**src/rtl/cm3_reset_pkg.sv**
```systemverilog
// Shared types for the CM3 reset sequencer: sequencer states, reset causes
// and the counter-width helper.
package cm3_reset_pkg;

    typedef enum logic [1:0] {
        POR      = 2'd0,
        CPU_WAIT = 2'd1,
        RUN      = 2'd2,
        SYS_RST  = 2'd3
    } state_t;

    typedef enum logic [1:0] {
        CAUSE_POR    = 2'd0,
        CAUSE_BTN    = 2'd1,
        CAUSE_SYSREQ = 2'd2,
        CAUSE_LOCKUP = 2'd3
    } cause_t;

    // Bits needed to hold the largest of three terminal counts.
    function automatic int cnt_width(input int a, input int b, input int c);
        int m;
        m = a;
        if (b > m) m = b;
        if (c > m) m = c;
        return $clog2(m + 1);
    endfunction

endpackage

```
**src/rtl/cm3_debounce.sv**
```systemverilog
// Pushbutton path: 2-flop synchroniser followed by a stability-count debouncer.
// The debounced level follows the synced input only after it has differed for DEBOUNCE_CYCLES cycles.
module cm3_debounce #(
    parameter int DEBOUNCE_CYCLES = 65536
) (
    input  logic clk_i,
    input  logic rst_ni,
    input  logic btn_i,
    output logic btn_db_o
);

    localparam int CW = (DEBOUNCE_CYCLES > 1) ? $clog2(DEBOUNCE_CYCLES) : 1;

    logic          sync1_q, sync2_q;
    logic          db_q, db_d;
    logic [CW-1:0] cnt_q, cnt_d;

    always_comb begin
        cnt_d = cnt_q;
        db_d  = db_q;
        if (sync2_q == db_q) begin
            cnt_d = '0;
        end else if (cnt_q == CW'(DEBOUNCE_CYCLES - 1)) begin
            db_d  = sync2_q;
            cnt_d = '0;
        end else begin
            cnt_d = cnt_q + CW'(1);
        end
    end

    always_ff @(posedge clk_i or negedge rst_ni) begin
        if (!rst_ni) begin
            sync1_q <= 1'b0;
            sync2_q <= 1'b0;
            db_q    <= 1'b0;
            cnt_q   <= '0;
        end else begin
            sync1_q <= btn_i;
            sync2_q <= sync1_q;
            db_q    <= db_d;
            cnt_q   <= cnt_d;
        end
    end

    assign btn_db_o = db_q;

endmodule

```
**src/rtl/cm3_reset_ctrl.sv**
```systemverilog
// CM3 reset sequencer: staged POR/CPU reset release, button and SYSRESETREQ handling, cause log.
// Define RESET_LOCKUP_EN to also reset the CPU after LOCKUP_CYCLES consecutive LOCKUP cycles.
module cm3_reset_ctrl
    import cm3_reset_pkg::*;
#(
    parameter int PO_HOLD         = 245,
    parameter int CPU_DELAY       = 10,
    parameter int DEBOUNCE_CYCLES = 65536,
    parameter int LOCKUP_CYCLES   = 1024
) (
    input  logic       CLK,
    input  logic       RESETn,
    input  logic       BTN,
    input  logic       SYSRESETREQ,
    input  logic       LOCKUP,
    output logic       poreset_n,
    output logic       cpureset_n,
    output logic [1:0] reset_cause
);

    localparam int CNT_W = cnt_width(PO_HOLD, CPU_DELAY, LOCKUP_CYCLES);

    state_t           state_q, state_d;
    cause_t           cause_q, cause_d;
    logic [CNT_W-1:0] cnt_q, cnt_d;
    logic             por_q, por_d, cpu_q, cpu_d;
    logic             btn_db, btn_db_q, btn_rise;
    logic             lk_trig;

    cm3_debounce #(.DEBOUNCE_CYCLES(DEBOUNCE_CYCLES)) u_debounce (
        .clk_i   (CLK),
        .rst_ni  (RESETn),
        .btn_i   (BTN),
        .btn_db_o(btn_db)
    );

    assign btn_rise = btn_db & ~btn_db_q;

`ifdef RESET_LOCKUP_EN
    logic [CNT_W-1:0] lk_q, lk_d;

    assign lk_trig = (state_q == RUN) && LOCKUP && (lk_q == CNT_W'(LOCKUP_CYCLES - 1));

    // Counts only consecutive LOCKUP cycles while staying in RUN.
    always_comb begin
        lk_d = '0;
        if (state_d == RUN && LOCKUP) lk_d = lk_q + CNT_W'(1);
    end

    always_ff @(posedge CLK or negedge RESETn) begin
        if (!RESETn) lk_q <= '0;
        else         lk_q <= lk_d;
    end
`else
    logic unused_lockup;
    assign unused_lockup = LOCKUP;
    assign lk_trig       = 1'b0;
`endif

    always_comb begin
        state_d = state_q;
        cnt_d   = cnt_q;
        cause_d = cause_q;
        if (btn_rise) begin
            state_d = POR;
            cnt_d   = '0;
            cause_d = CAUSE_BTN;
        end else begin
            case (state_q)
                POR: begin
                    if (btn_db) begin
                        cnt_d = '0;
                    end else if (cnt_q == CNT_W'(PO_HOLD - 1)) begin
                        state_d = CPU_WAIT;
                        cnt_d   = '0;
                    end else begin
                        cnt_d = cnt_q + CNT_W'(1);
                    end
                end
                CPU_WAIT, SYS_RST: begin
                    if (cnt_q == CNT_W'(CPU_DELAY - 1)) begin
                        state_d = RUN;
                        cnt_d   = '0;
                    end else begin
                        cnt_d = cnt_q + CNT_W'(1);
                    end
                end
                RUN: begin
                    if (SYSRESETREQ) begin
                        state_d = SYS_RST;
                        cnt_d   = '0;
                        cause_d = CAUSE_SYSREQ;
                    end else if (lk_trig) begin
                        state_d = SYS_RST;
                        cnt_d   = '0;
                        cause_d = CAUSE_LOCKUP;
                    end
                end
                default: begin
                    state_d = POR;
                    cnt_d   = '0;
                end
            endcase
        end
        // Outputs are registered from the next state so they move on the transition edge.
        por_d = (state_d != POR);
        cpu_d = (state_d == RUN);
    end

    always_ff @(posedge CLK or negedge RESETn) begin
        if (!RESETn) begin
            state_q  <= POR;
            cnt_q    <= '0;
            cause_q  <= CAUSE_POR;
            por_q    <= 1'b0;
            cpu_q    <= 1'b0;
            btn_db_q <= 1'b0;
        end else begin
            state_q  <= state_d;
            cnt_q    <= cnt_d;
            cause_q  <= cause_d;
            por_q    <= por_d;
            cpu_q    <= cpu_d;
            btn_db_q <= btn_db;
        end
    end

    assign poreset_n   = por_q;
    assign cpureset_n  = cpu_q;
    assign reset_cause = cause_q;

endmodule
```
**config.mk**
```make
export PLATFORM = sky130hd
export DESIGN_NAME = cm3_reset_ctrl
export DESIGN_NICKNAME = d
export VERILOG_FILES = /design/src/rtl/cm3_reset_pkg.sv /design/src/rtl/cm3_debounce.sv /design/src/rtl/cm3_reset_ctrl.sv
export SDC_FILE = /design/constraint.sdc
export NUM_CORES = 1
export LEC_CHECK = 0
export ABC_AREA = 0
export CAP_MARGIN = 10
export CORE_MARGIN = 10
export CORE_UTILIZATION = 55
export CTS_BUF_LIST = sky130_fd_sc_hd__clkbuf_4 sky130_fd_sc_hd__clkbuf_8
export DETAILED_ROUTE_END_ITERATION = 6
export PLACE_DENSITY = 0.77
export SLEW_MARGIN = 20
export SYNTH_ARGS = -nofsm -noshare
export SYNTH_HDL_FRONTEND = slang
export SYNTH_SLANG_ARGS = --single-unit
```
**constraint.sdc**
```tcl
create_clock -name CLK -period 1.66 [get_ports CLK]
set_input_delay 0.332 -clock CLK [delete_from_list [all_inputs] [get_ports CLK]]
set_output_delay 0.332 -clock CLK [all_outputs]
set_load 0.03 [all_outputs]
```
==> metrics <==
post-placement setup slack=-0.1869 ns; Final Skew=between 0.005 and 0.006 ns; Combinational Power Share=3.6%; slew of the pin with the lowest slew margin=0.3542 ns; max frequency=543.6 MHz; num rows=20; area of the die=5916 um2; number of global-route vias before repair=1562; H-tree depth=2; drt drc=0; initial antenna violation count=0; core area=3078 um2; gpl congestion=0.8644; CTS tree=built; port bufs=7; Flop pwr share=55.4%; Ports=9; CTS sink count=37; Post-CTS Hold Fix Bufs=0; drt wl/cell=15.29 um; WP buf/inv=1; Peak VDD IR=roughly 460 uV; clk_lat worst skew=0.36 ns; Max stage delay on crit path=around 0.43 ns; Yosys top cell area share=51.97%; Main synth FF type=dfrtp_1; area leader, netlist=dfrtp_1; Post-synth EDFFs=0; GRT Total Usage=between 10 and 15%; Yosys Warn Count=0; RSZ-0062 raised after global routing=true; Hold Vio Cnt, Final=0; Crit path max-delay family=compound AO/OA/AOI/OAI gates; Adder-Cell Fraction of Synth Area=2.809%; Area Overhead vs Synth=31.67%; commonest non-fill, non-tap cell in the layout=dfrtp_1; final net count=243; startpoint types=flip-flop; DP HPWL=2.933 mm; starting density of the core=57.89%; CP Max Fanout=10; Post-Syn Nets=192; xor/xnor share of the synthesized area=about 7.9%; Pwr Density=705.9 nW/um2; pin count of the biggest net entering global routing=38; sw frac=around 22%; max-slew violations=0; min cycle time layout=between 1.5 and 2 ns; sequential area share after synthesis=51.97%; synth unique cells=33; Setup TNS Final=-0.9136 ns; 1st-iter DRT viols=98; Clock transition at path regs=around 0.12 ns; Antenna Nets Post-Route=0; Syn Area/Cell=9.736 um2; NetSw=0.3632 mW; top post-synthesis cells by area=dfrtp_1 52%, nor2_1 5.1%, xnor2_1 4.4%, nand3_1 3.7%, xor2_1 3.4%; status=complete, but fails checks; global-route wire length before repair=6.927 mm; LEAKAGE=1.050 nW; Pre-Repair DR Iteration Count=4; clock network power share=41.0%; total wire length=between 4 and 5 mm; Tcrit/Tclk final=110.8%; Synth Area in Simple Gates=23.74%; violated checks=setup timing; Relative slew margins=76.17%; Mapped Area=roughly 1800 um2; Slowest cell on crit path=or3_4; total CTS buffers=5; required time of the critical path=1.91 ns; Mapped Cells=183; Clock Tree Buf Depth=2; Seq cells post-synth=37; layout cells sized above 1=26.38%; WS Path Type=flip-flop to flip-flop; HP Class=primary input to asynchronous set/reset pin; crit path DAT=2.09 ns; complex-gate fraction of the synthesized area=10.18%; commonest cells after routing, fill and taps aside=37 x dfrtp_1, 36 x buf_4, 23 x nor2_1; root buf cell=clkbuf_4; largest family of logic cells by synthesized area=simple AND/OR/NAND/NOR gates; number of diodes=0; ys async rst share=100.0%; CP cell instances=or3_4 > o31ai_4 > o21a_1 > buf_6 > o21ai_1 > a22o_1; Setup Viol. Count Final=10; Vias=1556; Internal Pwr Total=1.293 mW; mux cell area share after synthesis=0.6320%; Vias/cell=5.577; Final WS setup=-0.1796 ns; maxcap violations=0; DIE HEIGHT=76.92 um; Fin Hold WS=0.3330 ns; die width=76.92 um; grt ovf=0; Worst setup EP type=flip-flop
-- through the flow --
step | total power [mW] | area, um2 | utilization (%) | std cells
after floorplan | 0.9493 | 1782 | - | 183
after global placement | 0.9915 | 2171 | 70.53 | 266
after detailed placement | 0.9948 | 2171 | 70.53 | 266
after CTS | 1.669 | 2306 | 74.92 | 276
after global routing | 1.710 | 2346 | 76.22 | 279
final | 1.656 | 2346 | 76.22 | 279
-- layer usage --
layer	share of wire, %	track usage, %
met5	0	0
met4	2.5	10.22
met3	3.1	3.497
met2	53	24.70
met1	42	15.45
-- power groups by stage --
| stage | sequential [mW] | clock, mW | combinational [mW] |
|---|---|---|---|
| after floorplan | 0.933 | 0 | 0.0166 |
| after global placement | 0.934 | 0 | 0.0579 |
| after detailed placement | 0.934 | 0 | 0.0604 |
| after CTS | 0.917 | 0.691 | 0.0611 |
| after global routing | 0.918 | 0.725 | 0.0673 |
| final | 0.917 | 0.680 | 0.0593 |
-- registers in the layout (all words and copies together), names as in the netlist --
| register | flops |
|---|---|
| state_q | 2 |
| u_debounce.sync1_q | 1 |
| cpureset_n | 1 |
| btn_db_q | 1 |
| poreset_n | 1 |
| reset_cause | 2 |
| u_debounce.sync2_q | 1 |
| u_debounce.btn_db_o | 1 |
| u_debounce.cnt_q | 16 |
| cnt_q | 11 |
-- synth_stat cells, types with 2 or more instances --
| library cell | n |
|---|---|
| nand3_1 | 13 |
| and3_1 | 4 |
| nor3b_1 | 2 |
| o21ai_0 | 7 |
| nor2_1 | 24 |
| a22o_1 | 2 |
| a21oi_1 | 11 |
| a21o_1 | 2 |
| or3_1 | 4 |
| xnor2_1 | 9 |
| nand2_1 | 14 |
| o21ai_1 | 5 |
| nand2b_1 | 2 |
| dfrtp_1 | 37 |
| xor2_1 | 7 |
| o21a_1 | 2 |
| ha_1 | 4 |
| nor3_1 | 6 |
| nor4_1 | 2 |
| nand4_1 | 4 |
| inv_1 | 9 |
| nor2b_1 | 2 |
-- logic make-up after synthesis --
family | Yosys count
and+or+nand+nor | 83
DFF | 37
AOI/OAI and AO/OA | 31
xor gates and xnor gates | 16
buffers and inverters | 11
adders and majority gates | 4
muxes | 1
-- area by class of cell --
| cell class | instances | area, um2 |
|---|---|---|
| sequential | 37 | 925.9 |
| multi-input combinational | 135 | 855.8 |
| fill | 211 | 732.0 |
| timing repair buffer | 46 | 386.6 |
| tap | 44 | 55.05 |
| clock buffer | 6 | 51.30 |
| clock inverter | 2 | 37.54 |
| inverter | 9 | 33.78 |
-- worst paths after layout --
kind / from / end / slack (ns) / cells past startpoint
max in group asynchronous: RESETn / u_debounce.cnt_q[0] / 1.14 / 2
min in group CLK: u_debounce.sync1_q / u_debounce.sync2_q / 0.39 / 0
worst min-delay path: RESETn / reset_cause[0] / 0.33 / 2
worst max register to register: cnt_q[9] / cnt_q[6] / -0.18 / 6
worst min register to register: u_debounce.sync1_q / u_debounce.sync2_q / 0.39 / 0
worst max-delay path: cnt_q[9] / cnt_q[6] / -0.18 / 6
-- repair_timing --
item / 4_1_cts / 5_1_grt
pin swaps: 4 / 1
setup buffers: 2 / 3
setup endpoints to repair: 15 / 27
gates resized for setup: 16 / 4
Note: power is estimated with default switching activity, not from simulation.
